===== src/rtl/ssm_rd.sv =====
// ssm_rd: replays up to 16 stored packets from slot RAM (128 words per slot).
// Each slot is streamed word by word with a one-cycle RAM read latency.
// Word 5 of each packet is restamped with the local TX time.
// Malformed slots are truncated or skipped and counted in rd_err_cnt.
module ssm_rd #(
    parameter PLATFORM = "Xilinx-OpenBox-S4"
) (
    input  logic         clk,
    input  logic         rst,
    input  logic         start_rd,
    input  logic [4:0]   pkt_total,
    input  logic [63:0]  lcm2ssm_rd_time,
    output logic [10:0]  ssm_rd_addr,
    output logic         ssm_rd_en,
    input  logic [133:0] in_ssm_rdata,
    input  logic         out_alf,
    output logic [133:0] out_ssm_rd_data,
    output logic         out_ssm_rd_data_wr,
    output logic         out_ssm_rd_valid,
    output logic         out_ssm_rd_valid_wr,
    output logic         rd_busy,
    output logic         rd_done,
    output logic [7:0]   rd_err_cnt
);

    typedef enum logic [2:0] {S_IDLE, S_FETCH, S_STREAM, S_VALID, S_DONE} state_t;

    state_t       r_state;
    logic [4:0]   r_n;         // packets to replay, already clamped to 16
    logic [3:0]   r_slot;
    logic [6:0]   r_ridx;      // index of the word currently returning from RAM
    logic         r_inflight;  // a read issued last cycle returns data this cycle
    logic         r_good;
    logic [63:0]  r_ts;
    logic [10:0]  r_addr;
    logic         r_en;
    logic [133:0] r_data;
    logic         r_data_wr;
    logic         r_valid;
    logic         r_valid_wr;
    logic         r_done;
    logic [7:0]   r_err;

    // The platform tag is informational only.
    logic         w_unused_platform;
    assign w_unused_platform = ^PLATFORM;

    logic [1:0]   w_tag;
    logic         w_more;
    logic [7:0]   w_err_next;
    logic         w_bad_head;
    logic         w_mid_head;
    logic         w_tail;
    logic         w_last;
    logic         w_term;
    logic         w_issue;
    logic [133:0] w_word;

    assign w_tag      = in_ssm_rdata[133:132];
    assign w_more     = ({1'b0, r_slot} + 5'd1) < r_n;
    assign w_err_next = (r_err == 8'hFF) ? r_err : r_err + 8'd1;
    assign w_bad_head = r_inflight && (r_ridx == 7'd0) && (w_tag != 2'b01);
    assign w_mid_head = r_inflight && (r_ridx != 7'd0) && (w_tag == 2'b01);
    assign w_tail     = r_inflight && (r_ridx != 7'd0) && (w_tag == 2'b10);
    assign w_last     = r_inflight && (r_ridx == 7'd127);
    // Any of these ends the slot, so no further read may be issued for it.
    assign w_term     = w_bad_head || w_mid_head || w_tail || w_last;
    assign w_issue    = !out_alf && (r_addr[6:0] != 7'd127) && !w_term;

    // Word 5 carries the TX timestamp in its middle quadword.
    always_comb begin
        w_word = in_ssm_rdata;
        if (r_ridx == 7'd5)
            w_word[127:64] = r_ts;
    end

    // Replay FSM with registered outputs and the one-deep read pipeline.
    always_ff @(posedge clk) begin
        if (rst) begin
            r_state    <= S_IDLE;
            r_n        <= '0;
            r_slot     <= '0;
            r_ridx     <= '0;
            r_inflight <= 1'b0;
            r_good     <= 1'b0;
            r_ts       <= '0;
            r_addr     <= '0;
            r_en       <= 1'b0;
            r_data     <= '0;
            r_data_wr  <= 1'b0;
            r_valid    <= 1'b0;
            r_valid_wr <= 1'b0;
            r_done     <= 1'b0;
            r_err      <= '0;
        end else begin
            r_en       <= 1'b0;
            r_data_wr  <= 1'b0;
            r_valid_wr <= 1'b0;
            r_done     <= 1'b0;
            r_inflight <= r_en;
            // The head is on the output this cycle: take its TX time.
            if (r_state == S_STREAM && r_data_wr && r_ridx == 7'd1)
                r_ts <= lcm2ssm_rd_time;
            case (r_state)
                S_IDLE: begin
                    if (start_rd) begin
                        r_n     <= (pkt_total > 5'd16) ? 5'd16 : pkt_total;
                        r_slot  <= '0;
                        r_state <= (pkt_total == 5'd0) ? S_DONE : S_FETCH;
                    end
                end
                S_FETCH: begin
                    r_addr  <= {r_slot, 7'd0};
                    r_en    <= 1'b1;
                    r_ridx  <= '0;
                    r_state <= S_STREAM;
                end
                S_STREAM: begin
                    if (w_issue) begin
                        r_addr <= r_addr + 11'd1;
                        r_en   <= 1'b1;
                    end
                    if (w_bad_head) begin
                        // Skip the whole slot without a valid strobe.
                        r_err <= w_err_next;
                        if (w_more) begin
                            r_slot  <= r_slot + 4'd1;
                            r_state <= S_FETCH;
                        end else begin
                            r_state <= S_DONE;
                        end
                    end else if (w_mid_head) begin
                        r_err   <= w_err_next;
                        r_good  <= 1'b0;
                        r_state <= S_VALID;
                    end else if (w_tail) begin
                        r_data    <= w_word;
                        r_data_wr <= 1'b1;
                        r_good    <= 1'b1;
                        r_state   <= S_VALID;
                    end else if (w_last) begin
                        r_data    <= {2'b10, w_word[131:0]};
                        r_data_wr <= 1'b1;
                        r_err     <= w_err_next;
                        r_good    <= 1'b0;
                        r_state   <= S_VALID;
                    end else if (r_inflight) begin
                        r_data    <= w_word;
                        r_data_wr <= 1'b1;
                        r_ridx    <= r_ridx + 7'd1;
                    end
                end
                S_VALID: begin
                    r_valid_wr <= 1'b1;
                    r_valid    <= r_good;
                    if (w_more) begin
                        r_slot  <= r_slot + 4'd1;
                        r_state <= S_FETCH;
                    end else begin
                        r_state <= S_DONE;
                    end
                end
                S_DONE: begin
                    r_done  <= 1'b1;
                    r_state <= S_IDLE;
                end
                default: r_state <= S_IDLE;
            endcase
        end
    end

    assign ssm_rd_addr         = r_addr;
    assign ssm_rd_en           = r_en;
    assign out_ssm_rd_data     = r_data;
    assign out_ssm_rd_data_wr  = r_data_wr;
    assign out_ssm_rd_valid    = r_valid;
    assign out_ssm_rd_valid_wr = r_valid_wr;
    assign rd_busy             = (r_state != S_IDLE);
    assign rd_done             = r_done;
    assign rd_err_cnt          = r_err;

endmodule

===== config.mk =====
export PLATFORM = sky130hd
export DESIGN_NAME = ssm_rd
export DESIGN_NICKNAME = d
export VERILOG_FILES = /design/src/rtl/ssm_rd.sv
export SDC_FILE = /design/constraint.sdc
export NUM_CORES = 1
export LEC_CHECK = 0
export CAP_MARGIN = 20
export CELL_PAD_IN_SITES_DETAIL_PLACEMENT = 0
export CELL_PAD_IN_SITES_GLOBAL_PLACEMENT = 1
export CORE_MARGIN = 2
export CORE_UTILIZATION = 34
export DETAILED_ROUTE_END_ITERATION = 8
export PLACE_DENSITY_LB_ADDON = 0.1
export SKIP_LAST_GASP = 1
export SLEW_MARGIN = 10
export SYNTH_ARGS = -nofsm -noshare
export SYNTH_HDL_FRONTEND = slang
export SYNTH_SLANG_ARGS = --single-unit

===== constraint.sdc =====
create_clock -name clk -period 4.26 [get_ports clk]
set_clock_uncertainty 0.2 [all_clocks]
set_input_delay 0.852 -clock clk [delete_from_list [all_inputs] [get_ports clk]]
set_output_delay 0.852 -clock clk [all_outputs]
set_load 0.03 [all_outputs]

Yosys cells after proc, flatten, opt, wreduce, memory -nomap -nowiden
Cells that the tools add are included.
{"block": "totals", "in_bits": 207, "word_cells": 121, "reg_bits": 243}
{"block": "op_classes", "n_lt_le_gt_ge": 2, "n_bitwise": 3, "eq_ne": 22, "reduce_logical": 34, "add_sub_neg": 5, "n_mux": 40}
{"cell": "$mux W134", "n": 3}
{"cell": "$mux W64", "n": 1}
{"cell": "$mux W8", "n": 5}
{"cell": "$mux W7", "n": 5}
{"cell": "$pmux W11 S2", "n": 1}
{"cell": "$mux W3", "n": 7}
{"cell": "$ne A2 B2 Y1 const B", "n": 8}
{"cell": "$reduce_bool A3 Y1", "n": 5}
{"cell": "$pmux W7 S2", "n": 1}
{"cell": "$mux W4", "n": 3}
{"cell": "$pmux W3 S4", "n": 1}
{"cell": "$pmux W4 S3", "n": 1}
{"cell": "$add A11 B1 Y11 const B", "n": 1}
{"cell": "$mux W11", "n": 1}
{"cell": "$logic_and A1 B1 Y1", "n": 10}
{"cell": "$mux W1", "n": 9}
{"cell": "$reduce_and A3 Y1", "n": 3}
{"cell": "$add A8 B1 Y8 const B", "n": 1}
{"cell": "$eq A8 B8 Y1 const B", "n": 1}
{"cell": "$add A7 B1 Y7 const B", "n": 1}
{"cell": "$eq A7 B1 Y1 const B", "n": 1}
{"cell": "$eq A7 B3 Y1 const B", "n": 1}
{"cell": "$eq A7 B7 Y1 const B", "n": 1}
{"cell": "$logic_not A7 Y1", "n": 1}
{"cell": "other kinds (26)", "n": 34}

Longest topological paths before layout
Gate-level depths: netlist of run 1.
{"block": "depth", "ltp_word": 10, "depth_mapped": 10, "mapped_depth_nobuf": 8}

Least setup slack after synthesis of run 1
Ideal clock, no wire load.
{"block": "synth_timing", "kind": "reg2reg", "from": "register r_slot[0]", "to": "register r_slot[0]", "arrival_ns": 2.127, "synth_period_minus_slack_ns": 2.448, "setup_slack_ns": 1.812, "required_ns": 3.939, "setup_ns": 0.121, "stages_incl_launch_ff": 9, "n_path_buf": 0, "path_cell_list": "dfxtp_1 > ha_1 > xor2_1 > ha_1 > a21o_1 > a31oi_1 > o211ai_1 > a21oi_1 > mux2_2"}
{"block": "synth_between", "elab_chain_cells": 5, "word_cells_on_any_way": 6, "classes_between": "add/sub: 2; order compare: 1; mux: 3"}
{"item": "from (decl)", "line_no": "30", "rtl": "logic [3:0] r_slot;"}
{"item": "from (signal assigned)", "line_no": "127", "rtl": "r_slot <= r_slot + 4'd1;"}
{"item": "from (signal assigned)", "line_no": "157", "rtl": "r_slot <= r_slot + 4'd1;"}
{"item": "$add A4 B1 Y5", "line_no": "60", "rtl": "assign w_more = ({1'b0, r_slot} + 5'd1) < r_n;"}
{"item": "$lt A5 B5 Y1", "line_no": "60"}
{"item": "$mux W4 *", "line_no": "126, 156"}
{"item": "$mux W4", "line_no": "123", "rtl": "if (w_bad_head) begin"}
{"item": "$pmux W4 S3 *", "line_no": "104", "rtl": "case (r_state)"}
Every way passes the cells marked *; elsewhere a longest branch is shown, timed or not. The select of a mux whose other input is x is not followed.
A chain may end at the register's enable or synchronous reset.

Worst setup path in the final report of run 1
{"block": "layout_timing", "from": "register r_state[0]", "to": "output rd_busy"}
{"block": "layout_between", "elab_chain_cells": 1}
{"item": "from (decl)", "line_no": "28", "rtl": "state_t r_state;"}
{"item": "from (signal assigned)", "line_no": "109", "rtl": "r_state <= (pkt_total == 5'd0) ? S_DONE : S_FETCH;"}
{"item": "$reduce_bool A3 Y1", "line_no": "178", "rtl": "assign rd_busy = (r_state != S_IDLE);"}
{"item": "to (decl)", "line_no": "21", "rtl": "output logic rd_busy,"}
Every way passes these cells.

==> results.cfg, run 1 <==
[cts]
htreeDepth = 1
cts_tree = yes
cts_buffer_depth = 3
cts_buffers = 29
cts_root_buffer = clkbuf_16
clkSlewWorstSetupHoldPaths_ns = 0.06
cts.sink_count = 243
hold_buffers = 0
post-cts-setup-buffers = 0
post_cts_resized = 0
clk_latency_ns = 0.55

[placement]
dp_hpwl_um = 20700
place_congestion = 0.804
portBuffers = 365
dp_cells = 1856
dpl_cell_area_um2 = 13800

[final_layout]
finalNonFillerCells = 1911
layout_common_cells = 364 x clkdlybuf4s50_1, 289 x nand2_1, 243 x dfxtp_1
area_delta_synth_final_pct = 49.0
stdcell_area_um2 = 14700
finalNetCount = 1720
final_common_cell = clkdlybuf4s50_1
fill_cells = 2768
drive_gt1_share_pct = 4.27

[synthesis]
synth_edf_count = 0
synth_nets = 1401
synthArstFlopShare_pct = 0
yosysWarnings = 0
ys.flop_type = dfxtp_1
avgSynthCellArea_um2 = 8.36
syn_inst = 1184
ys_ff_latch = 243
synth_seq_area_share_pct = 49.2
synth.distinct_cells = 51
syn_area_um2 = 9890

[power_and_ir_drop]
p_per_area_nw_per_um2 = 349
peakVddDrop_uv = 204
power.leakage_nw = 5.32

[global_routing]
grt_pass1_vias = 8788
grt-ovfl-total = 0
grt_pass1_wl_um = 48800
grt_start_max_net_pins = 145
grtUsageTotal_pct = 19.7
antenna_found_initial = 5

[die]
die_h_um = 175
start_util_pct = 34.5
num_io_pins = 366
die_w_um = 175
die_area_um2 = 30500
row_count = 62
coreArea_um2 = 28700

[detailed_routing]
ant_nets = 0
wl_um = 31200
num_vias = 9268
drt-wirelength-per-cell_um = 16.3
remaining_drc_errors = 0
dr.pass1.iters = 4
initialDrtViolationCount = 447
viasPerCell = 4.85

[critical_path]
critical_path_class = reg2out
r2r-end = out_ssm_rd_data[74]
worstPathArrival_ns = 2.05
cp-start-kind = flop
crit_path_end_kind = output pin
path_max_fanout = 10
cp-startpoint = r_state[0]
ff2ff_path_depth = 6
required_ns = 3.21
reg2reg_slack_ns = 1.34
crit_path_end = rd_busy
r2r-start = r_state[1]

[sta]
slew_viol_final = 0
setup_viol = 0
period_share_pct = 72.9
setup-tns-final_ns = 0
timing.final.crit_period_ns = 3.11
hold_violations = 0
grt_setup_unrepaired = no
worst_pin_slew_ns = 1.02
max_slew_margin_pct = 31.8
timing.fmax_mhz = 322

[worst_hold_path]
hold_path_depth = 2
hold_class = reg2reg

[job]
maxCapViolCount = 0

[status]
status = complete, no violations
-- metal layers --
layer  GRT usage [%]  routed length, um  up-vias
met2            32.0              14200      257
met5               0                 24        -
li1                -                  -     4740
met4            6.77               1030        4
met1            24.4              13200     4205
met3            7.05               2700       62
-- Yosys cell counts (2+ instances only) --
cell | count | share of area (%)
nand2_1 | 289 | 11
a211oi_1 | 67 | 5.1
clkbuf_1 | 51 | 1.9
or3b_1 | 3 | 0.27
nand3_1 | 15 | 0.76
nor2_1 | 87 | 3.3
nand2b_1 | 10 | 0.63
mux2_2 | 4 | 0.46
o32ai_1 | 5 | 0.44
mux2i_1 | 67 | 6.8
or3_1 | 9 | 0.57
inv_1 | 16 | 0.61
o211ai_1 | 2 | 0.15
a41oi_1 | 2 | 0.18
nor2b_1 | 7 | 0.44
nand4_1 | 6 | 0.38
and2_1 | 3 | 0.19
a22o_1 | 3 | 0.27
ha_1 | 10 | 1.3
or4_1 | 8 | 0.61
a31oi_1 | 8 | 0.51
o21ai_0 | 12 | 0.61
a21oi_1 | 164 | 8.3
and3_1 | 7 | 0.44
and4_1 | 2 | 0.18
o31ai_1 | 5 | 0.38
xnor2_1 | 2 | 0.18
dfxtp_1 | 243 | 49
a22oi_1 | 3 | 0.23
buf_2 | 32 | 1.6
buf_1 | 4 | 0.15
nor4_1 | 2 | 0.13
a211o_1 | 2 | 0.18
nor3_1 | 11 | 0.56
nor3b_1 | 7 | 0.53
-- power breakdown --
group / switching [W] / internal (W) / total, W
combinational: 0.000200 / 0.000246 / 0.000446
clock: 0.000965 / 0.00143 / 0.00239
sequential: 0.0000173 / 0.00229 / 0.00230
-- flip-flops by register name (all words and copies together) (netlist names) --
signal / count
out_ssm_rd_data: 134
out_ssm_rd_data_wr: 1
out_ssm_rd_valid: 1
out_ssm_rd_valid_wr: 1
r_good: 1
r_inflight: 1
r_n: 5
r_ridx: 7
r_slot: 4
r_state: 3
r_ts: 64
rd_done: 1
rd_err_cnt: 8
ssm_rd_addr: 11
ssm_rd_en: 1
-- per-stage QoR --
step	worst slack (ns)	hold slack [ns]	total power, W	util (%)
after floorplan	1.81	0.236	0.00254	-
after global placement	1.04	0.241	0.00280	48.1
after detailed placement	1.04	0.244	0.00280	48.1
after CTS	1.11	0.251	0.00523	51.3
after global routing	1.02	0.266	0.00536	51.3
final	1.15	0.248	0.00515	51.4
-- worst min path at each step --
stage                              start                    to  slack, ns
floorplan                        r_ts[0]               r_ts[0]       0.24
global placement     out_ssm_rd_data[56]   out_ssm_rd_data[56]       0.24
detailed placement  out_ssm_rd_data[132]  out_ssm_rd_data[132]       0.24
CTS                 out_ssm_rd_data[132]  out_ssm_rd_data[132]       0.25
global route        out_ssm_rd_data[132]  out_ssm_rd_data[132]       0.27
finish              out_ssm_rd_data[132]  out_ssm_rd_data[132]       0.25
-- kinds of logic after synthesis --
group | Yosys count | synth area share, %
DFF | 243 | 49.2
AOI/OAI and AO/OA | 283 | 17.2
adders and majority gates | 10 | 1.26
muxes | 71 | 7.23
and+or+nand+nor | 471 | 20.5
buffers and inverters | 103 | 4.31
xor gates and xnor gates | 3 | 0.266
-- final cells by class --
type	instances	area (um^2)	area share [%]
clock inverters	4	38.8	0.263
repair buffers	375	3770	25.6
clock buffers	48	897	6.09
diodes	3	7.51	0.0509
well taps	384	480	3.26
inverters	16	60.1	0.407
multi-input cells	838	4630	31.4
flip-flops and latches	243	4860	33.0
-- worst max-delay path: stages (launching register included) --
cell	delay (ns)
dfxtp_1	0.40
nor3_1	0.38
inv_1	0.10
clkdlybuf4s50_1	0.62
Power figures use the tool's default switching activity.
==> inputs of run 2 (changes only) <==
- CORE_UTILIZATION: 34 -> 29
- clock period: 4.26 -> 2.77 ns (I/O delays scaled with it)
==> run 2 against run 1 <==
Power rose by 53%. First-iteration DRC count fell by 19%. Worst hold slack got worse by 0.011 ns. Sequential power rose by 54%. Global-route usage fell by 2.0 points. Final cell count rose by 4.6%. Register-to-register slack got worse by 1.1 ns. Sequential share of layout area fell by 0.78 points. Critical path depth rose by 1. Via count barely moved. Highest routed layer unchanged.
==> results.cfg, run 2 (synthesis gave the netlist of run 1 again) <==
[power_and_ir_drop]
power.leakage_nw = 5.48
intPower_w = 0.00604
p_per_area_nw_per_um2 = 521
p_comb_share_pct = 9.3
seqPwrFrac_pct = 45.0
netSwitchingPower_w = 0.00183
peakVddDrop_uv = 449
p_sw_share_pct = 23.2
power_frac_clock_pct = 45.7

[final_layout]
finalNetCount = 1751
largest_reg_flops = 134
layout_common_cells = 363 x clkdlybuf4s50_1, 289 x nand2_1, 243 x dfxtp_1
final_common_cell = clkdlybuf4s50_1
area_delta_synth_final_pct = 52.6
drive_gt1_share_pct = 5.94
stdcell_area_um2 = 15100

[detailed_routing]
wl_um = 32800
remaining_drc_errors = 0
drt-wirelength-per-cell_um = 16.4
initialDrtViolationCount = 360
dr.pass1.iters = 4
viasPerCell = 4.64
ant_nets = 0
num_vias = 9276

[sta]
hold_violations = 0
grt_setup_unrepaired = no
setup_viol = 0
slew_viol_final = 0
worst_pin_slew_ns = 0.627
timing.fmax_mhz = 388
timing.final.crit_period_ns = 2.58
max_slew_margin_pct = 57.6
setup-tns-final_ns = 0
period_share_pct = 93.0

[job]
maxCapViolCount = 0

[critical_path]
critical_path_class = reg2out
required_ns = 2.02
crit_path_end_kind = output pin
worstPathArrival_ns = 1.82
path_max_fanout = 6
cp-start-kind = flop

[placement]
place_congestion = 0.788
portBuffers = 365
dp_hpwl_um = 22200
dpl_cell_area_um2 = 14200

[global_routing]
grt_pass1_wl_um = 51000
grt_pass1_vias = 9003
grt-ovfl-total = 0
antenna_found_initial = 4
grtUsageTotal_pct = 17.7
grt_start_max_net_pins = 120

[die]
die_w_um = 189
row_count = 67
start_util_pct = 29.5
num_io_pins = 366
coreArea_um2 = 33500
die_h_um = 189
die_area_um2 = 35600

[cts]
clk_latency_ns = 0.56
cts.sink_count = 243
htreeDepth = 1
cts_buffer_depth = 3
post_cts_resized = 1
clkSlewWorstSetupHoldPaths_ns = 0.06
post-cts-setup-buffers = 0
cts_tree = yes
cts_root_buffer = clkbuf_16
hold_buffers = 0
cts_buffers = 30

[status]
status = complete, no violations

[worst_hold_path]
hold_class = in2reg
-- run 2: layout make-up --
| cell class | count | area (um^2) |
|---|---|---|
| timing repair buffer | 405 | 4090 |
| inverter | 16 | 60.1 |
| multi-input combinational | 838 | 4630 |
| sequential | 243 | 4860 |
| clock inverter | 4 | 31.3 |
| clock buffer | 42 | 856 |
| fill | 3388 | 18400 |
| tap | 448 | 561 |
| antenna | 2 | 5.00 |
-- run 2: path summary, 6_finish.rpt --
check             slack (ns)                   to           startpoint  cells after the start
hold / removal          0.24            ssm_rd_en                  rst                      2
setup reg to reg        0.21       ssm_rd_addr[3]            r_ridx[6]                      5
hold reg to reg         0.25  out_ssm_rd_data[20]  out_ssm_rd_data[20]                      2
setup / recovery        0.19              rd_busy           r_state[1]                      4
-- run 2: power by group through the flow --
| stage | Combinational, W | Sequential (W) | Clock, W |
|---|---|---|---|
| global placement | 0.000740 | 0.00362 | 0 |
| finish | 0.000732 | 0.00354 | 0.00360 |
| detailed placement | 0.000740 | 0.00362 | 0 |
| CTS | 0.000741 | 0.00354 | 0.00373 |
| global route | 0.000794 | 0.00354 | 0.00392 |
| floorplan | 0.000282 | 0.00362 | 0 |
-- run 2: critical path: stages, from the launching register on --
cell and delay (ns):
dfxtp_1 0.33, buf_4 0.16, nor3_1 0.30, inv_1 0.10, dlygate4sd2_1 0.37
-- run 2: per-layer routing --
layer  GRT usage [%]  vias up  wire [um]
li1                -     4784          -
met1            21.9     4171      14000
met2            29.0      267      15100
met3            6.57       50       2990
met4            4.63        4        653
met5               0        -         27
-- run 2: metrics by stage --
step	hold slack, ns	util [%]	power, W	worst slack (ns)	std cells
4_1_cts	0.227	45.0	0.00801	0.156	1996
3_3_place_gp	0.240	42.4	0.00436	-0.0679	1950
2_1_floorplan	0.236	-	0.00390	0.322	1184
6_report	0.236	45.0	0.00787	0.193	1998
3_5_place_dp	0.246	42.4	0.00436	-0.0768	1950
5_1_grt	0.239	45.0	0.00826	0.0631	1998
==> inputs of run 3 (changes only) <==
- GPL_ROUTABILITY_DRIVEN: unset -> 0
==> results of run 3 <==
Final layout, timing and power as in run 2 (identical DEF).
